<file path="config.mk">
export PLATFORM = sky130hd
export DESIGN_NAME = board_write_scheduler_flat
export DESIGN_NICKNAME = d
export VERILOG_FILES = /design/src/rtl/board_write_scheduler_if.sv /design/src/rtl/board_write_scheduler.sv /design/src/flat_wrapper.sv
export SDC_FILE = /design/constraint.sdc
export NUM_CORES = 2
export LEC_CHECK = 0
export BUFFER_PORTS_ARGS = -buffer_cell sky130_fd_sc_hd__buf_2
export CORE_AREA = 2 2 316 318
export DETAILED_ROUTE_END_ITERATION = 7
export DIE_AREA = 0 0 318 320
export PLACE_DENSITY = 0.66
export SLEW_MARGIN = 25
export SYNTH_ARGS = -nofsm -noshare
export SYNTH_HDL_FRONTEND = slang
export SYNTH_SLANG_ARGS = --single-unit
</file>
<file path="constraint.sdc">
create_clock -name CLOCK_50 -period 60.6 [get_ports CLOCK_50]
set_input_delay 6.06 -clock CLOCK_50 [delete_from_list [all_inputs] [get_ports CLOCK_50]]
set_output_delay 6.06 -clock CLOCK_50 [all_outputs]
set_load 0.05 [all_outputs]
</file>
<file path="src/rtl/board_write_scheduler_if.sv">
`default_nettype none
// ============================================================================
// Module   : board_write_scheduler_if
// Purpose  : Two-requester cell-write handshake bundle. Requester A is game
//            logic (reveal/flag/bomb placement). Requester B is cursor and
//            highlight logic.
// Signals  : a_/b_valid  - write request
//            a_/b_ready  - write accepted this cycle (driven by the scheduler)
//            a_/b_row    - target row
//            a_/b_col    - target column
//            a_/b_data   - cell code to store
// Modports : master - requester side
//            slave  - scheduler side
// Revision : 1.0 - initial release
// ============================================================================
interface board_write_scheduler_if #(
  parameter int ROW_W  = 3,
  parameter int COL_W  = 3,
  parameter int CELL_W = 12
);
  logic              a_valid;
  logic              a_ready;
  logic [ROW_W-1:0]  a_row;
  logic [COL_W-1:0]  a_col;
  logic [CELL_W-1:0] a_data;
  logic              b_valid;
  logic              b_ready;
  logic [ROW_W-1:0]  b_row;
  logic [COL_W-1:0]  b_col;
  logic [CELL_W-1:0] b_data;

  modport master (
    output a_valid, a_row, a_col, a_data,
    output b_valid, b_row, b_col, b_data,
    input  a_ready, b_ready
  );

  modport slave (
    input  a_valid, a_row, a_col, a_data,
    input  b_valid, b_row, b_col, b_data,
    output a_ready, b_ready
  );
endinterface
`default_nettype wire

</file>
<file path="src/rtl/board_write_scheduler.sv">
`default_nettype none
// ============================================================================
// Module   : board_write_scheduler
// Purpose  : Owns the board cell-code store feeding the video controller.
//            It arbitrates cell writes from two requesters and commits them
//            only during vertical blanking. On request it runs a
//            one-cell-per-cycle board clear.
// Ports    : CLOCK_50   - system clock
//            reset      - asynchronous active-high reset
//            init_req   - single-cycle pulse that starts the board clear
//            vblank     - high during vertical blanking (write window)
//            req        - requester A/B handshake bundle (slave side)
//            board_flat - cell (r,c) at bits [(r*COLS+c)*CELL_W +: CELL_W]
//            busy       - high while the clear sequence runs
//            clear_done - one-cycle pulse after the last cell is cleared
// Revision : 1.0 - initial release
// ============================================================================
module board_write_scheduler #(
  parameter int                ROWS        = 8,
  parameter int                COLS        = 8,
  parameter int                CELL_W      = 12,
  parameter logic [CELL_W-1:0] HIDDEN_CODE = {CELL_W{1'b0}}
) (
  input  logic                          CLOCK_50,
  input  logic                          reset,
  input  logic                          init_req,
  input  logic                          vblank,
  board_write_scheduler_if.slave        req,
  output logic [ROWS*COLS*CELL_W-1:0]   board_flat,
  output logic                          busy,
  output logic                          clear_done
);

  localparam int NCELLS = ROWS * COLS;
  localparam int IDX_W  = $clog2(NCELLS);

  localparam logic [0:0] ST_RUN   = 1'b0;
  localparam logic [0:0] ST_CLEAR = 1'b1;

  localparam logic GRANT_A = 1'b0;
  localparam logic GRANT_B = 1'b1;

  logic [0:0]        state;
  logic [IDX_W-1:0]  clr_idx;
  logic              last_grant;

  logic              accept;
  logic              a_fire;
  logic              b_fire;
  logic [IDX_W-1:0]  wr_addr;
  logic [CELL_W-1:0] wr_data;

  // The ready terms are combinational. Reset is folded in so that neither
  // requester sees an accept while reset is held. A tie goes to whichever
  // requester was not granted last.
  always_comb begin
    accept      = (state == ST_RUN) && vblank && !init_req && !reset;
    req.a_ready = accept && req.a_valid && (!req.b_valid || (last_grant == GRANT_B));
    req.b_ready = accept && req.b_valid && (!req.a_valid || (last_grant == GRANT_A));
    a_fire      = req.a_valid && req.a_ready;
    b_fire      = req.b_valid && req.b_ready;
    if (a_fire) begin
      wr_addr = IDX_W'(req.a_row) * IDX_W'(COLS) + IDX_W'(req.a_col);
      wr_data = req.a_data;
    end else begin
      wr_addr = IDX_W'(req.b_row) * IDX_W'(COLS) + IDX_W'(req.b_col);
      wr_data = req.b_data;
    end
  end

  always_ff @(posedge CLOCK_50 or posedge reset) begin
    if (reset) begin
      board_flat <= {NCELLS{HIDDEN_CODE}};
      state      <= ST_RUN;
      busy       <= 1'b0;
      clear_done <= 1'b0;
      clr_idx    <= '0;
      last_grant <= GRANT_B;
    end else begin
      clear_done <= 1'b0;
      if (state == ST_CLEAR) begin
        // One cell per cycle, independent of vblank. A repeated init_req
        // does not restart the sequence.
        board_flat[int'(clr_idx) * CELL_W +: CELL_W] <= HIDDEN_CODE;
        clr_idx <= clr_idx + IDX_W'(1);
        if (clr_idx == IDX_W'(NCELLS - 1)) begin
          state      <= ST_RUN;
          busy       <= 1'b0;
          clear_done <= 1'b1;
        end
      end else begin
        if (init_req) begin
          state   <= ST_CLEAR;
          busy    <= 1'b1;
          clr_idx <= '0;
        end else if (a_fire || b_fire) begin
          board_flat[int'(wr_addr) * CELL_W +: CELL_W] <= wr_data;
          last_grant <= a_fire ? GRANT_A : GRANT_B;
        end
      end
    end
  end

endmodule
`default_nettype wire

</file>
<file path="src/flat_wrapper.sv">
// flat-port wrapper written by rule: the top's interface ports become plain ports
module board_write_scheduler_flat 
#(
  parameter int                ROWS        = 8,
  parameter int                COLS        = 8,
  parameter int                CELL_W      = 12,
  parameter logic [CELL_W-1:0] HIDDEN_CODE = {CELL_W{1'b0}}
)
  (CLOCK_50, reset, init_req, vblank, board_flat, busy, clear_done, req_a_valid, req_a_row, req_a_col, req_a_data, req_b_valid, req_b_row, req_b_col, req_b_data, req_a_ready, req_b_ready);
  board_write_scheduler_if #(.CELL_W(CELL_W)) req_i ();
  input  logic CLOCK_50;
  input  logic reset;
  input  logic init_req;
  input  logic vblank;
  output logic [ROWS*COLS*CELL_W-1:0] board_flat;
  output logic busy;
  output logic clear_done;
  input wire logic [$bits(req_i.a_valid)-1:0] req_a_valid;
  input wire logic [$bits(req_i.a_row)-1:0] req_a_row;
  input wire logic [$bits(req_i.a_col)-1:0] req_a_col;
  input wire logic [$bits(req_i.a_data)-1:0] req_a_data;
  input wire logic [$bits(req_i.b_valid)-1:0] req_b_valid;
  input wire logic [$bits(req_i.b_row)-1:0] req_b_row;
  input wire logic [$bits(req_i.b_col)-1:0] req_b_col;
  input wire logic [$bits(req_i.b_data)-1:0] req_b_data;
  output wire logic [$bits(req_i.a_ready)-1:0] req_a_ready;
  output wire logic [$bits(req_i.b_ready)-1:0] req_b_ready;
  assign req_i.a_valid = req_a_valid;
  assign req_i.a_row = req_a_row;
  assign req_i.a_col = req_a_col;
  assign req_i.a_data = req_a_data;
  assign req_i.b_valid = req_b_valid;
  assign req_i.b_row = req_b_row;
  assign req_i.b_col = req_b_col;
  assign req_i.b_data = req_b_data;
  assign req_a_ready = req_i.a_ready;
  assign req_b_ready = req_i.b_ready;
  board_write_scheduler #(.ROWS(ROWS), .COLS(COLS), .CELL_W(CELL_W), .HIDDEN_CODE(HIDDEN_CODE)) u_core (.CLOCK_50(CLOCK_50), .reset(reset), .init_req(init_req), .vblank(vblank), .req(req_i), .board_flat(board_flat), .busy(busy), .clear_done(clear_done));
endmodule
</file>
==> metrics.md <==
| Metric | Value |
|---|---|
| Detailed-router iteration count before antenna repair | `6` |
| Startpoint types | `input pin` |
| Synth area leaders | `dfrtp_1, a22o_1, nor2_1, nand2_1, o21ai_0` |
| Period minus WS final | `14.15 ns` |
| Final Cycle Share | `23.35%` |
| Final Max Slew Viols | `0` |
| Layout cells sized above 1 | `28.56%` |
| Vias per cell | `6.225` |
| Pwr/cell area | `40.86 nW/um2` |
| Initial Util | `36.65%` |
| Post-Route Setup TNS | `0 ns` |
| Max-Slew Margin vs Limit | `18.58%` |
| Initial antenna violation count | `8` |
| Tightest Pin Transition | `1.190 ns` |
| Mapped cell area | `35920 um2` |
| YS warnings | `0` |
| Most frequent cells in the layout | `buf_2, dfrtp_1, a22o_1, nor2_1, nand2_1` |
| Die area | `101800 um2` |
| I/O pins | `814` |
| CTS H-Tree Depth | `3` |
| Total gr overflow | `0` |
| Vias | `34890` |
| TritonCTS Sinks | `778` |
| Post-DP HPWL | `134000 um` |
| Die Ht | `320 um` |
| Status | `finished, final reports clean` |
| Pin count of the biggest net entering global routing | `174` |
| Top cell type by total area after synthesis | `dfrtp_1` |
| Post-synth EDFFs | `0` |
| Placed cells | `5443` |
| Hold Crit Class | `reg -> reg` |
| Worst path required time | `54.54 ns` |
| DRC | `0` |
| Hold WS | `0.4761 ns` |
| Max Root-Sink Buffers | `3` |
| Setup crit end kind | `output pin` |
| First-pass GRT wire length | `252700 um` |
| Final GP Congestion | `0.9685` |
| Worst Clk Skew | `0.04124 ns` |
| Ys flop type | `dfrtp_1` |
| Syn nets | `3473` |
| # port buffers | `813` |
| Final ANT Viol Nets | `0` |
| Syn Area/Cell | `10.53 um2` |
| Max Cap Violations | `0` |
| Synthesis-to-finish area growth | `25.13%` |
| Post-Synthesis Cells | `3412` |
| Crit Path Class | `in -> out` |
| # fillers | `9318` |
| Total design power | `1.836 mW` |
| Ys async rst share | `100.0%` |
| 1st-iter DRT viols | `3820` |
| Routed WL per cell | `32.23 um` |
| Routed WL | `180600 um` |
| Core area | `97990 um2` |
| Synth cell types | `94` |
| Clock-pin transition on the worst setup and hold timing paths | `0.06 ns` |
| Final hold violation count | `0` |
| FMAX | `70.67 MHz` |
| Max IR drop VDD | `38.91 uV` |
| NumNets Final | `4306` |
| CTS tree | `yes` |
| Clock Latency Late Sink | `0.70 ns` |
| CTS-repair resized insts | `0` |
| # Post-CTS Setup Buffers | `0` |
| Row count | `115` |
| Seq cells post-synth | `778` |
| Clk root buf | `clkbuf_16` |
| Post-synthesis sequential area ratio | `54.21%` |
| Non-filler cells, final | `5604` |
| Most common cell after layout, fill and taps aside | `buf_2` |
| Die X | `318 um` |
| Storage cell area | `19470 um2` |
| Vias in the first global route | `33400` |
| Multi-input gate area | `15860 um2` |
| Finish-stage setup viols | `0` |
| GR Util All Layers | `34.47%` |
| Hold-fix buffers, CTS | `0` |
| Pleak | `21.70 nW` |
| Number of CTS-inserted buffers | `87` |
| RSZ-0062 raised after global routing | `no` |
| Critical Path AT | `8.09 ns` |
| Yosys top cell area share | `54.14%` |
| Worst-path maximum fanout | `23` |
## synthesized netlist by cell type (10+ instances only)
cell and n:
mux2i_1 43, and3_1 14, a22oi_1 94, nand2b_1 26
o22a_1 11, buf_2 53, mux2_2 54, a211oi_1 10
o21ai_1 20, buf_1 10, o21ai_0 236, o211ai_1 15
o22ai_1 13, dfrtp_1 777, nand2_1 320, o21a_1 31
nor3_2 16, nor4_1 22, nor2_1 376, a21oi_1 139
ha_1 17, a21o_1 12, o31ai_1 31, nand3_1 82
nor3_1 83, or2_2 13, a32oi_1 20, or3_1 26
clkbuf_1 99, o2bb2ai_1 112, a31oi_1 23, nand4_1 34
inv_1 23, a22o_1 393
## sequential cells by signal (all words and copies together) (netlist names)
register and cells:
u_core.board_flat 768, u_core.busy 1, u_core.clear_done 1, u_core.clr_idx 6
u_core.last_grant 1, u_core.state 1
## final cells by class
type	count	area share, %
tap	1287	3.583
timing repair buffer	909	10.73
clock buffer	114	5.543
inverter	28	0.2506
sequential	778	43.32
multi-input combinational	2441	35.28
antenna	4	0.02227
clock inverter	43	1.272
## report_power, final
part	internal, mW	leakage, nW	switching [mW]	total, mW
clock network	0.335	1.50	0.234	0.569
registers	0.527	10.8	0.0109	0.538
logic	0.148	9.40	0.582	0.729
total	1.01	21.7	0.827	1.84
## critical path, stage by stage
cell and delay, ns:
buf_2 0.13, nor4b_4 0.56, nand3_2 0.51, inv_2 0.47
buf_2 0.34
## logic make-up (layout without fill, tap and decap cells)
| logic type | Yosys count | count (layout) | synth area share [%] |
|---|---|---|---|
| multiplexers | 99 | 99 | 2.954 |
| other | 0 | 4 | 0 |
| XOR/XNOR | 17 | 17 | 0.5539 |
| AND/OR/NAND/NOR | 1068 | 1068 | 13.96 |
| buffers and inverters | 193 | 1094 | 2.244 |
| AO/OA/AOI/OAI | 1238 | 1238 | 25.37 |
| adder cells (fa/ha/maj) | 19 | 19 | 0.7037 |
| flip-flops | 778 | 778 | 54.21 |
## through the flow
stage / worst slack [ns] / cell area (um2) / utilization, %
after floorplan: 32.70 / 35920 / -
after global placement: 46.58 / 41820 / 42.68
after detailed placement: 46.54 / 41850 / 42.71
after CTS: 46.52 / 44910 / 45.84
after global routing: 46.40 / 44930 / 45.86
final: 46.45 / 44940 / 45.87
## layer usage
layer | vias to the layer above | part of all wire, % | wire (um) | GRT usage, %
met2 | 2218 | 46 | 83030 | 54.63
met5 | - | 0.025 | 45 | 0
li1 | 14580 | - | - | -
met4 | 6 | 5.3 | 9599 | 17.39
met3 | 496 | 11 | 19310 | 10.39
met1 | 17590 | 38 | 68620 | 42.67
## path summary, 6_finish.rpt
path                                                      end                          startpoint  depth (start not counted)  slack, ns
max in group asynchronous  u_core.board_flat[662]$_DFFE_PP0P_                               reset                          5      52.09
min in group asynchronous  u_core.board_flat[139]$_DFFE_PP0P_                               reset                          2       5.59
min reg2reg                u_core.board_flat[635]$_DFFE_PP0P_  u_core.board_flat[635]$_DFFE_PP0P_                          2       0.48
max                                               req_a_ready                            init_req                          5      46.45
max reg2reg                u_core.board_flat[383]$_DFFE_PP0P_              u_core.state$_DFF_PP0_                         19      52.40
min                        u_core.board_flat[635]$_DFFE_PP0P_  u_core.board_flat[635]$_DFFE_PP0P_                          2       0.48
(Power assumes the default switching activity.)
